==> src/rtl/factorial_pkg.sv <==
// Shared types and constants for the iterative factorial engine.
// FSM state encoding, product-width helper and saturation constant.
package factorial_pkg;

  typedef enum logic [1:0] {
    S_IDLE = 2'd0,
    S_CALC = 2'd1,
    S_MUL  = 2'd2,
    S_DONE = 2'd3
  } state_t;

  localparam int MAX_W  = 64;
  localparam int DEF_XW = 4;
  localparam int DEF_FW = 16;
  localparam int DEF_PW = DEF_FW + DEF_XW;

  // Full product of an FW-bit accumulator and an XW-bit counter.
  function automatic int prod_w(input int fw, input int xw);
    return fw + xw;
  endfunction

  // All-ones value for an fw-bit result, right-aligned in MAX_W bits.
  function automatic logic [MAX_W-1:0] sat_const(input int fw);
    logic [MAX_W-1:0] v;
    v = '1;
    return v >> (MAX_W - fw);
  endfunction

endpackage

==> src/rtl/factorial_engine_shift_add_mul.sv <==
// LSB-first shift-add multiplier, FW x XW -> FW+XW; takes exactly XW cycles after start.
// o_done pulses on the final cycle with o_product valid; start is ignored-safe only when idle.
module shift_add_mul
  import factorial_pkg::*;
#(
  parameter int XW = 4,
  parameter int FW = 16
) (
  input  logic                         clk,
  input  logic                         reset,
  input  logic                         i_start,
  input  logic [FW-1:0]                i_a,
  input  logic [XW-1:0]                i_b,
  output logic                         o_done,
  output logic [prod_w(FW, XW)-1:0]    o_product
);

  localparam int PW = prod_w(FW, XW);
  localparam int CW = $clog2(XW + 1);

  logic          r_active;
  logic [CW-1:0] r_idx;
  logic [PW-1:0] r_a;
  logic [XW-1:0] r_b;
  logic [PW-1:0] r_pp;

  logic [PW-1:0] w_addend;
  logic [PW-1:0] w_sum;
  logic          w_last;

  assign w_addend = r_b[0] ? r_a : '0;
  assign w_sum    = r_pp + w_addend;
  assign w_last   = r_active && (r_idx == CW'(XW - 1));

  always_ff @(posedge clk or posedge reset) begin
    if (reset) begin
      r_active <= 1'b0;
      r_idx    <= '0;
      r_a      <= '0;
      r_b      <= '0;
      r_pp     <= '0;
    end else if (i_start) begin
      r_active <= 1'b1;
      r_idx    <= '0;
      r_a      <= PW'(i_a);
      r_b      <= i_b;
      r_pp     <= '0;
    end else if (r_active) begin
      // One multiplier bit per cycle; the last partial sum leaves combinationally.
      r_pp  <= w_sum;
      r_a   <= r_a << 1;
      r_b   <= r_b >> 1;
      r_idx <= r_idx + CW'(1);
      if (w_last) begin
        r_active <= 1'b0;
      end
    end
  end

  assign o_done    = w_last;
  assign o_product = w_sum;

endmodule

==> src/rtl/factorial_engine.sv <==
// Iterative n! with sticky overflow; FACT_SAT_EN clamps the result to all ones on overflow.
// Latency max(x,1)+1 (MUL_SEQ=0) or 2+(x-1)*(XW+1); result held in DONE until out_ready.
module factorial_engine
  import factorial_pkg::*;
#(
  parameter int XW      = 4,
  parameter int FW      = 16,
  parameter int MUL_SEQ = 0
) (
  input  logic          clk,
  input  logic          reset,
  input  logic          in_valid,
  output logic          in_ready,
  input  logic [XW-1:0] xin,
  output logic          out_valid,
  input  logic          out_ready,
  output logic [FW-1:0] fact,
  output logic          ovf,
  output logic          busy
);

  localparam int PW = prod_w(FW, XW);
`ifdef FACT_SAT_EN
  localparam logic [MAX_W-1:0] SAT_FULL = sat_const(FW);
  localparam logic [FW-1:0]    SAT      = SAT_FULL[FW-1:0];
`endif

  state_t        r_state;
  state_t        w_next_state;
  logic [FW-1:0] r_acc;
  logic [XW-1:0] r_cnt;
  logic          r_ovf;

  logic          w_cnt_le1;
  logic [PW-1:0] w_comb_prod;
  logic [PW-1:0] w_mul_prod;
  logic          w_mul_done;
  logic [PW-1:0] w_step_prod;
  logic          w_step_en;
  logic          w_step_ovf;
  logic [FW-1:0] w_step_acc;

  assign w_cnt_le1   = (r_cnt <= XW'(1));
  assign w_comb_prod = PW'(r_acc) * PW'(r_cnt);

  generate
    if (MUL_SEQ != 0) begin : g_seq
      logic w_mul_start;
      assign w_mul_start = (r_state == S_CALC) && !w_cnt_le1;

      shift_add_mul #(
        .XW(XW),
        .FW(FW)
      ) u_mul (
        .clk      (clk),
        .reset    (reset),
        .i_start  (w_mul_start),
        .i_a      (r_acc),
        .i_b      (r_cnt),
        .o_done   (w_mul_done),
        .o_product(w_mul_prod)
      );
    end else begin : g_comb
      assign w_mul_done = 1'b0;
      assign w_mul_prod = '0;
    end
  endgenerate

  assign w_step_prod = (MUL_SEQ != 0) ? w_mul_prod : w_comb_prod;
  assign w_step_en   = (MUL_SEQ != 0) ? ((r_state == S_MUL) && w_mul_done)
                                      : ((r_state == S_CALC) && !w_cnt_le1);
  assign w_step_ovf  = |w_step_prod[PW-1:FW];

`ifdef FACT_SAT_EN
  // Once clamped, keep clamping so later steps cannot wrap back below all-ones.
  assign w_step_acc = (w_step_ovf || r_ovf) ? SAT : w_step_prod[FW-1:0];
`else
  assign w_step_acc = w_step_prod[FW-1:0];
`endif

  always_ff @(posedge clk or posedge reset) begin
    if (reset) begin
      r_state <= S_IDLE;
    end else begin
      r_state <= w_next_state;
    end
  end

  always_comb begin
    w_next_state = r_state;
    unique case (r_state)
      S_IDLE: if (in_valid) w_next_state = S_CALC;
      S_CALC: begin
        if (w_cnt_le1) begin
          w_next_state = S_DONE;
        end else if (MUL_SEQ != 0) begin
          w_next_state = S_MUL;
        end
      end
      S_MUL:  if (w_mul_done) w_next_state = S_CALC;
      S_DONE: if (out_ready) w_next_state = S_IDLE;
      default: w_next_state = S_IDLE;
    endcase
  end

  always_ff @(posedge clk or posedge reset) begin
    if (reset) begin
      r_acc <= '0;
      r_cnt <= '0;
      r_ovf <= 1'b0;
    end else if ((r_state == S_IDLE) && in_valid) begin
      r_acc <= FW'(1);
      r_cnt <= xin;
      r_ovf <= 1'b0;
    end else if (w_step_en) begin
      r_acc <= w_step_acc;
      r_cnt <= r_cnt - XW'(1);
      r_ovf <= r_ovf | w_step_ovf;
    end
  end

  assign in_ready  = (r_state == S_IDLE);
  assign out_valid = (r_state == S_DONE);
  assign busy      = (r_state != S_IDLE);
  assign fact      = r_acc;
  assign ovf       = r_ovf;

endmodule
==> config.mk <==
export PLATFORM = sky130hd
export DESIGN_NAME = factorial_engine
export DESIGN_NICKNAME = d
export VERILOG_FILES = /design/src/rtl/factorial_pkg.sv /design/src/rtl/factorial_engine_shift_add_mul.sv /design/src/rtl/factorial_engine.sv
export SDC_FILE = /design/constraint.sdc
export NUM_CORES = 1
export LEC_CHECK = 0
export ABC_AREA = 1
export CORE_ASPECT_RATIO = 1.1
export CORE_MARGIN = 3
export CORE_UTILIZATION = 55
export CTS_BUF_LIST = sky130_fd_sc_hd__clkbuf_8 sky130_fd_sc_hd__clkbuf_16
export DETAILED_ROUTE_END_ITERATION = 12
export PLACE_DENSITY_LB_ADDON = 0.08
export SLEW_MARGIN = 20
export SYNTH_ARGS = -nofsm -noshare
export SYNTH_HDL_FRONTEND = slang
export SYNTH_HIERARCHICAL = 1
export SYNTH_SLANG_ARGS = --single-unit
==> constraint.sdc <==
create_clock -name clk -period 4.18 [get_ports clk]
set_clock_uncertainty 0.1 [all_clocks]
set_input_delay 1.254 -clock clk [delete_from_list [all_inputs] [get_ports clk]]
set_output_delay 1.254 -clock clk [all_outputs]
set_load 0.02 [all_outputs]
==> reports/metrics.yaml <==
global_routing:
  grt_pass1_vias: 2924
  antenna_found_initial: 0
  grt_pass1_wl_um: 13200
  grt_overflow: 0
  grt_max_degree: 24
  grtUsageTotal_pct: 24.0
logic_synthesis:
  postSynthCellCount: 462
  ys.warnings.count: 6
  synth_area_mm2: 0.00324
  synth_top_cell_by_area: "dfrtp_1"
  syn_area_per_cell_um2: 7.01
  synth.area.top_cells: "dfrtp_1 18%, fa_1 17%, nand2_1 15%, inv_1 14%, ha_1 10%"
  synth-seq-cells: 23
  ys_types: 38
  synth-edff-count: 0
  async_flop_share_pct: 100
  syn-num-nets: 524
  synth_commonest_cells: "133 x nand2_1, 118 x inv_1, 28 x fa_1, 26 x ha_1, 23 x dfrtp_1"
  synth-seq-area-share_pct: 17.8
  synthFlopType: "dfrtp_1"
  synth_top_area_share_pct: 17.8
  synth.most_common_cell: "nand2_1"
sta:
  fmax_mhz: 271
  hold_violations: 0
  period_needed_ns: 3.69
  finalCritPeriodShare_pct: 88.3
  maxSlewHeadroom_pct: 35.5
  grt_setup_unrepaired: "false"
  tightest_slew_ns: 0.966
  tns_ns: 0
  slew_viol_final: 0
  setup_ws_ns: 0.491
  setup_viol: 0
worst_setup_path:
  critical_path_arrival_ns: 3.75
  reg2reg_depth: 17
  r2r_slack_ns: 0.49
  path_class: "flip-flop to flip-flop"
  start_kind: "flip-flop"
  critPathCaptureType: "flip-flop"
  cp.required_ns: 4.24
  r2r_start: "r_cnt[3]"
  endpoint: "ovf"
  r2r-end: "ovf"
  crit_start: "r_cnt[3]"
  path_max_fanout: 19
run_status:
  status: "finished, final reports clean"
route:
  routed_wl_um: 7410
  drtPass1Iterations: 4
  vias_per_cell: 5.11
  drc_errors: 0
  vias: 2869
  first_iter_violations: 103
  ant_nets: 0
  routedWlPerCell_um: 13.2
clocking:
  cts_root_buffer: "clkbuf_8"
  cts.clk_slew.worst_paths_ns: 0.08
  clk_latency_ns: 0.27
  cts-resized-gates: 0
  post-cts-setup-buffers: 0
  cts_buffers: 3
  cts_hold_buf: 0
  clock_sinks: 23
  clk_path_buf_depth: 2
  cts_tree: "done"
  htreeDepth: 1
placement:
  pre_cts_slack_ns: 0.498
  finalWeightedCongestion: 0.924
  dpl.hpwl_um: 5860
  place_area_mm2: 0.00357
  io_buffer_count: 27
final_layout:
  antenna_cells: 0
  multi_input_area_mm2: 0.00216
  nets: 549
  syn_to_final_growth_pct: 11.7
  post-route-util_pct: 65.3
  drive_gt1_share_pct: 7.61
  fillerInstances: 568
  regArea_um2: 576
  design_area_mm2: 0.00362
floorplan:
  ioPinCount: 28
  coreArea_mm2: 0.00554
  die-width_um: 79.2
  start_util_pct: 58.5
  dieArea_mm2: 0.00685
  dieHeight_um: 86.5
  row_count: 28
power_and_ir_drop:
  vdd_drop_max_uv: 500
  p_per_area_mw_per_mm2: 766
  p_leak_nw: 2.19
  design_power_total_w: 0.00277
hold_path:
  hold_path_class: "flip-flop to flip-flop"
  hold_depth: 2
flow_run:
  maxCapViolCount: 0
==> cell families (layout without fill, tap and decap cells) <==
logic type,Yosys count,after routing,synth area share (%)
AND/OR/NAND/NOR,188,188,26.4
buffers and inverters,130,154,15.6
AO/OA/AOI/OAI,62,62,11.5
adder cells (fa/ha/maj),54,54,27.4
flip-flops,23,23,17.8
XOR/XNOR,5,5,1.35
==> worst min path at each step <==
| stage | start | end | slack [ns] |
|---|---|---|---|
| floorplan | r_state[0] | r_state[0] | 0.50 |
| global placement | ovf | ovf | 0.41 |
| detailed placement | ovf | ovf | 0.42 |
| CTS | ovf | ovf | 0.44 |
| global route | ovf | ovf | 0.47 |
| finish | ovf | ovf | 0.46 |
==> worst max-delay path, stage by stage (launching register included) <==
cell      delay (ns)
dfrtp_1         0.79
nand2_1         0.17
fa_1            0.56
inv_1           0.06
fa_1            0.53
fa_1            0.46
nand2_1         0.12
nand2_2         0.11
nand3b_4        0.09
nand2_2         0.08
nand3_2         0.07
nand2_1         0.05
nand2_1         0.06
nand2_1         0.05
nor2_1          0.10
nand3_1         0.08
nand3_1         0.06
nand2_1         0.05
==> cell usage in the layout (no fill, tap or decap), types with 2 or more instances in the layout <==
cell type and count:
nand2_1 133, inv_1 119, fa_1 28, clkdlybuf4s50_1 27, ha_1 26, dfrtp_1 23, a21oi_1 22, nor2_1 19
o21ai_0 19, nand3_1 11, nand2_2 6, nand3_2 6, nor2_2 4, o31ai_1 4, a21oi_2 4, xor2_1 4
a22o_1 4, clkbuf_8 3, buf_4 3, nor2_4 2, o21ai_1 2, a22oi_1 2
==> metal layers <==
| metal | track usage (%) | share of wire (%) |
|---|---|---|
| met5 | 0 | 0 |
| met4 | 5.78 | 1.3 |
| met3 | 1.98 | 3.2 |
| met2 | 41.4 | 49 |
| met1 | 32.7 | 47 |
==> state kept, by name, indices dropped and copies added (netlist names) <==
register and cells:
r_cnt 4, ovf 1, r_state 2, fact 16
==> metrics by stage <==
stage	hold slack, ns	instances
3_3_place_gp	0.413	557
5_1_grt	0.467	561
4_1_cts	0.443	561
6_report	0.460	561
3_5_place_dp	0.418	557
2_1_floorplan	0.498	462
==> where the power goes <==
group          switching, W  internal, W
clock network     0.0000751    0.0000657
registers          0.000219     0.000322
logic               0.00128     0.000809
==> cell type report <==
class	count	share of cell area (%)
clock buffer	3	1.14
timing repair buffer	30	8.09
multi-input combinational	309	59.6
inverter	120	12.5
clock inverter	1	0.104
sequential	23	15.9
tap	75	2.59
Note: power is estimated with default switching activity, not from simulation.
